File: config.mk
export PLATFORM = sky130hd
export DESIGN_NAME = wishbone_master_bridge
export DESIGN_NICKNAME = d
export VERILOG_FILES = /design/src/rtl/wishbone_master_bridge.sv
export SDC_FILE = /design/constraint.sdc
export NUM_CORES = 1
export LEC_CHECK = 0
export CORE_MARGIN = 2
export CORE_UTILIZATION = 25
export CTS_CLUSTER_DIAMETER = 100
export DETAILED_ROUTE_END_ITERATION = 8
export SLEW_MARGIN = 20
export SYNTH_ARGS = -nofsm -noshare
export SYNTH_HDL_FRONTEND = slang
export SYNTH_SLANG_ARGS = --single-unit
File: constraint.sdc
create_clock -name clk -period 4.8 [get_ports clk]
set_input_delay 0.96 -clock clk [delete_from_list [all_inputs] [get_ports clk]]
set_output_delay 0.96 -clock clk [all_outputs]
set_load 0.01 [all_outputs]
File: src/rtl/wishbone_master_bridge.sv
// Host-stream to Wishbone classic master bridge: word-count commands become single-beat bus cycles.
// Optional ack timeout is compiled in with `define WB_MASTER_TIMEOUT_EN.
module wishbone_master_bridge #(
  parameter logic [15:0] TIMEOUT = 16'd1024
) (
  input  logic        clk,
  input  logic        rst,
  input  logic        cmd_valid,
  output logic        cmd_ready,
  input  logic        cmd_wr,
  input  logic [31:0] cmd_adr,
  input  logic [7:0]  cmd_len,
  input  logic        wdat_valid,
  output logic        wdat_ready,
  input  logic [31:0] wdat,
  output logic        rdat_valid,
  input  logic        rdat_ready,
  output logic [31:0] rdat,
  output logic        done,
  output logic        err,
  output logic        host_int,
  output logic        m_we_o,
  output logic        m_cyc_o,
  output logic        m_stb_o,
  output logic [31:0] m_adr_o,
  output logic [31:0] m_dat_o,
  input  logic [31:0] m_dat_i,
  input  logic        m_ack_i,
  input  logic        m_int_i
);

  typedef enum logic [2:0] {
    IDLE,
    WDATA,
    BUS,
    RDATA,
    FIN
  } state_t;

  state_t      state, state_nxt;
  logic        dir, dir_nxt;
  logic [7:0]  beats;
  logic        accept, wdat_hs, rdat_hs, ack, advance, timeout_hit, cyc_nxt;

`ifdef WB_MASTER_TIMEOUT_EN
  logic [15:0] tcnt;
`else
  logic        unused_timeout_cfg;
  assign unused_timeout_cfg = ^TIMEOUT;
`endif

  assign accept  = (state == IDLE) && cmd_valid && cmd_ready;
  assign wdat_hs = (state == WDATA) && wdat_valid && wdat_ready;
  assign rdat_hs = (state == RDATA) && rdat_valid && rdat_ready;
  assign ack     = (state == BUS) && m_stb_o && m_ack_i;

  always_comb begin
    timeout_hit = 1'b0;
`ifdef WB_MASTER_TIMEOUT_EN
    // Ack on the expiry cycle takes priority over the abort.
    timeout_hit = (state == BUS) && !ack && (tcnt == (TIMEOUT - 16'd1));
`endif
  end

  always_comb begin
    state_nxt = state;
    dir_nxt   = dir;
    advance   = 1'b0;
    case (state)
      IDLE: begin
        if (accept) begin
          dir_nxt   = cmd_wr;
          state_nxt = cmd_wr ? WDATA : BUS;
        end
      end
      WDATA: begin
        if (wdat_hs) state_nxt = BUS;
      end
      BUS: begin
        if (ack) begin
          if (!dir) begin
            state_nxt = RDATA;
          end else if (beats == 8'd0) begin
            state_nxt = FIN;
          end else begin
            state_nxt = WDATA;
            advance   = 1'b1;
          end
        end else if (timeout_hit) begin
          state_nxt = FIN;
        end
      end
      RDATA: begin
        if (rdat_hs) begin
          if (beats == 8'd0) begin
            state_nxt = FIN;
          end else begin
            state_nxt = BUS;
            advance   = 1'b1;
          end
        end
      end
      FIN:     state_nxt = IDLE;
      default: state_nxt = IDLE;
    endcase
  end

  // cyc rises on the first BUS entry and is held across WDATA/RDATA gaps until FIN.
  assign cyc_nxt = (state_nxt == BUS) ||
                   (m_cyc_o && ((state_nxt == WDATA) || (state_nxt == RDATA)));

  always_ff @(posedge clk or negedge rst) begin
    if (!rst) begin
      state      <= IDLE;
      dir        <= 1'b0;
      beats      <= '0;
      cmd_ready  <= 1'b0;
      wdat_ready <= 1'b0;
      rdat_valid <= 1'b0;
      rdat       <= '0;
      done       <= 1'b0;
      err        <= 1'b0;
      host_int   <= 1'b0;
      m_we_o     <= 1'b0;
      m_cyc_o    <= 1'b0;
      m_stb_o    <= 1'b0;
      m_adr_o    <= '0;
      m_dat_o    <= '0;
    end else begin
      state      <= state_nxt;
      dir        <= dir_nxt;
      cmd_ready  <= (state_nxt == IDLE);
      wdat_ready <= (state_nxt == WDATA);
      rdat_valid <= (state_nxt == RDATA);
      done       <= (state_nxt == FIN);
      err        <= (state_nxt == FIN) && timeout_hit;
      host_int   <= m_int_i;
      m_stb_o    <= (state_nxt == BUS);
      m_cyc_o    <= cyc_nxt;
      m_we_o     <= cyc_nxt && dir_nxt;
      if (accept) begin
        m_adr_o <= cmd_adr;
        beats   <= cmd_len;
      end
      if (wdat_hs) m_dat_o <= wdat;
      if (ack && !dir) rdat <= m_dat_i;
      if (advance) begin
        beats   <= beats - 8'd1;
        m_adr_o <= {m_adr_o[31:24], m_adr_o[23:0] + 24'd1};
      end
    end
  end

`ifdef WB_MASTER_TIMEOUT_EN
  always_ff @(posedge clk or negedge rst) begin
    if (!rst) begin
      tcnt <= '0;
    end else if (state != BUS) begin
      tcnt <= '0;
    end else if (!ack) begin
      tcnt <= tcnt + 16'd1;
    end
  end
`endif

endmodule
# Word-level counts from Yosys, hierarchy flattened
# Index checks and enable logic that the tools add are counted.
# totals
output_inout_bits	105
word_cells	64
register_bits	116
# op_classes
mux	20
bitwise_logic	1
n_eq_ne	7
add_sub_neg	2
n_reduce_logical	19
# ops
op	count
$mux W24	2
$add A24 B1 Y24 const B	1
$mux W3	7
$mux W8	2
$eq A3 B2 Y1 const B	4
$pmux W3 S4	1
$logic_and A1 B1 Y1	11
$logic_not A8 Y1	1
$sub A8 B1 Y8 const B	1
$eq A3 B1 Y1 const B	2
$logic_not A3 Y1	2
$mux W1	6
$eq A3 B3 Y1 const B	1
$logic_or A1 B1 Y1	2
$mux W2	1
$pmux W1 S2	1
$reduce_and A2 Y1	1
$reduce_bool A2 Y1	1
$logic_not A1 Y1	1
$not A1 Y1	1

# Longest topological paths before layout
# logic_depth
ltp_word	10
depth_mapped	9
depth_no_buf	7

# Least setup slack after synthesis
# No wires, ideal clock.
# synth_path
kind	input -> register
start	input m_ack_i
end	register m_adr_o[2]
slack_ns	2.556
path_buffers	1
setup_ns	0.066
cell_stages	6
arrival_ns	2.177
cell_sequence	and3_1 > a32o_1 > buf_4 > a21oi_1 > o21bai_1 > a221o_1
# synth_between
elab_chain_cells	4
# synth_lines
item	line	rtl
start, declared	28	input logic m_ack_i,
$logic_and A1 B1 Y1 (*)	55	assign ack = (state == BUS) && m_stb_o && m_ack_i;
$mux W1 (*)	80	if (ack) begin
$pmux W1 S2 (*)	69	case (state)
$mux W24 / $reduce_bool A2 Y1 (equally long branches)	--	
end signal, assigned	142	m_adr_o <= cmd_adr;
end signal, assigned	149	m_adr_o <= {m_adr_o[31:24], m_adr_o[23:0] + 24'd1};
end, declared	25	output logic [31:0] m_adr_o,
# Every way passes the cells marked *; elsewhere a longest branch is shown, timed or not.
# A chain may end at the register's enable or synchronous reset.

# Final worst setup path
# layout_path
start	input m_ack_i
end	register m_adr_o[5]
# Same word-level chain as after synthesis.

==> results.toml <==
[run_status]
status = "finished, final reports clean"

[timing]
timing.fmax_ghz = 0.3317
finalSetupViolations = 0
worstMarginPinSlew_ps = 884.8
finalCriticalPeriod_ps = 3015
fin_worst_skew_ps = 18.88
slew_headroom_pct = 40.89
post-route-period-util_pct = 62.81
hold_viol = 0
fin_setup_tns_ps = 0
slew_violations = 0
grt_setup_unrepaired = "no"

[run]
maxCapViolCount = 0

[global_routing]
busiest_layer = "met2"
antenna_found_initial = 0
grtUsageMet1_pct = 17.15
use_met3_pct = 4.037
grt_pass1_vias = 4449
grtUsageMet2_pct = 22.42
grt_max_degree = 56
grt_overflow = 0
grt_use_total_pct = 13.76
grt_pass1_wl_mm = 23.64

[synth]
synth_most_common_cell = "dfrtp_1"
syn_area_um2 = 5091
netlist_instances = 418
synth-edff-count = 0
yosysWarnings = 0
yosysSeqAreaShare_pct = 57.02
ys_ff_latch = 116
ys_types = 60
synthTopCellsByArea = "dfrtp_1, mux2_2, nand2_1"
synthArstFlopShare_pct = 100.0
yosys.area.top_type = "dfrtp_1"
synth_nets = 532
synth_top_area_share_pct = 57.02
syn_avg_cell_area_um2 = 12.18
ys.flop_type = "dfrtp_1"
synthTopCellsByCount = "dfrtp_1, nand2_1, mux2_2, nand3_1, o211ai_1"

[cells_and_area]
n_antenna_cell = 0
fin_nets = 750
area_growth_pct = 60.24
nFillCells = 1854
layout-drive-gt1-share_pct = 18.49

[pwr]
seq_power_share_pct = 35.3
clock_power_share_pct = 29.4
switching_share_pct = 29.95
p_per_area_nw_per_um2 = 574.3
power_mw = 4.685
combPwrFrac_pct = 35.3
leakagePower_nw = 3.377
p_int_mw = 3.282
ir_drop_mv = 0.2261
switching_power_mw = 1.403

[clocking]
cts_tree = "done"
insertion_delay_ps = 410
htreeDepth = 4
post-cts-setup-buffer-count = 0
cts_buffers = 17
path_clk_slew_ps = 50
clock_path_buffers = 2
cts-root-buf = "clkbuf_16"
postCtsHoldBufs = 0
clock_sinks = 116
cts_resized = 0

[routing]
drtIter0Drc = 129
routed_wl_mm = 14.59
wl_per_cell_um = 15.87
vias = 4253
dr.pass1.iters = 4
ant_nets = 0
drt_drc_violations_left = 0
vias_per_cell = 4.628

[worst_setup_path]
critical_path_class = "input pin to flop"
crit_fanout = 20
critical_path.slowest_cell = "or4_1"
crit_path_max_incr_delay_ps = 630
path_cells = "clkdlybuf4s50_1, and3_1, a32o_1, nand2_1, or4_1, nand3_1"
critPathLaunchType = "input pin"
worstPathRequired_ps = 5140
crit_path_end_kind = "flop"
cp.arrival_ps = 3360

[min_path]
min-delay-path-class = "input pin to asynchronous set/reset pin"

[placed_design]
globalplace.congestion = 0.7804
dp_hpwl_mm = 10.85
portBuffers = 215

[die]
rows = 52
coreArea_um2 = 20100
dieHeight_um = 146.7
fp.dieW_um = 146.7
initial_utilization_pct = 25.32
ios = 217
die_area_um2 = 21520
[worst paths after layout]
check	endpoint	cells after the start	startpoint	slack, ps
worst max register to register	m_adr_o[5]	7	beats[0]	2340
min in group clk	m_adr_o[25]	2	m_adr_o[25]	480
max in group asynchronous	state[2]	2	rst	3400
worst min-delay path	rdat[14]	1	rst	410
worst min register to register	m_adr_o[25]	2	m_adr_o[25]	480
worst max-delay path	m_adr_o[5]	6	m_ack_i	1790
[worst max-delay path, delay by kind of cell]
| kind | cells | cell delay [ps] |
|---|---|---|
| AOI/OAI and AO/OA | 1 | 480 |
| buffers and inverters | 1 | 500 |
| and+or+nand+nor | 4 | 1410 |
[cell usage in the layout (no fill, tap or decap), types with 5 or more instances in the layout]
| master | count |
|---|---|
| o311ai_0 | 14 |
| nor2_1 | 11 |
| bufinv_16 | 5 |
| dfrtp_1 | 116 |
| buf_4 | 6 |
| clkdlybuf4s50_1 | 214 |
| nand4_1 | 6 |
| clkbuf_16 | 17 |
| a221o_1 | 5 |
| inv_1 | 7 |
| nand2_1 | 67 |
| nor3_1 | 5 |
| nand3_1 | 22 |
| o211ai_1 | 17 |
| mux2_2 | 63 |
[registers in the layout, indices dropped and copies added, names as in the netlist]
signal / count
m_stb_o: 1
host_int: 1
m_we_o: 1
cmd_ready: 1
dir: 1
m_cyc_o: 1
wdat_ready: 1
rdat_valid: 1
state: 3
m_adr_o: 32
beats: 8
rdat: 32
done: 1
m_dat_o: 32
[metal layers]
layer / vias to the layer above / wire (µm)
met5: - / 0
met4: 0 / 368
met3: 30 / 836
met2: 170 / 6998
met1: 2073 / 6381
li1: 1980 / -
[final cells by class]
type	count	area (µm²)	area share, %
clock inverters	10	177.7	2.178
well taps	270	337.8	4.141
inverters	7	26.28	0.3221
repair buffers	220	2187	26.81
multi-input cells	274	2062	25.28
clock buffers	22	464.2	5.690
flip-flops and latches	116	2903	35.58
[kinds of logic after synthesis]
kind of cell / count (synthesis) / share of synthesized area (%)
muxes: 66 / 14.65
and+or+nand+nor: 145 / 15.09
buffers and inverters: 28 / 2.679
other: 1 / 0.07366
AOI/OAI and AO/OA: 60 / 10.00
adders and majority gates: 2 / 0.4914
DFF: 116 / 57.02
[per-stage QoR]
step	setup WS [ps]	std cells	util, %	hold WS, ps	area (µm²)
floorplan	2556	418	-	497.1	5091
global placement	1365	887	37.38	466.6	7516
detailed placement	1356	887	37.38	470.4	7516
CTS	1789	919	40.58	395.5	8158
global route	1559	919	40.58	409.7	8158
finish	1785	919	40.58	411.5	8158
[power by group through the flow]
stage	clock network, mW	registers, mW	logic (mW)
2_1_floorplan	0	1.77	0.613
4_1_cts	1.41	1.66	1.68
3_5_place_dp	0	1.67	1.67
5_1_grt	1.46	1.71	1.78
6_report	1.38	1.66	1.65
3_3_place_gp	0	1.66	1.64
Power figures use the tool's default switching activity.
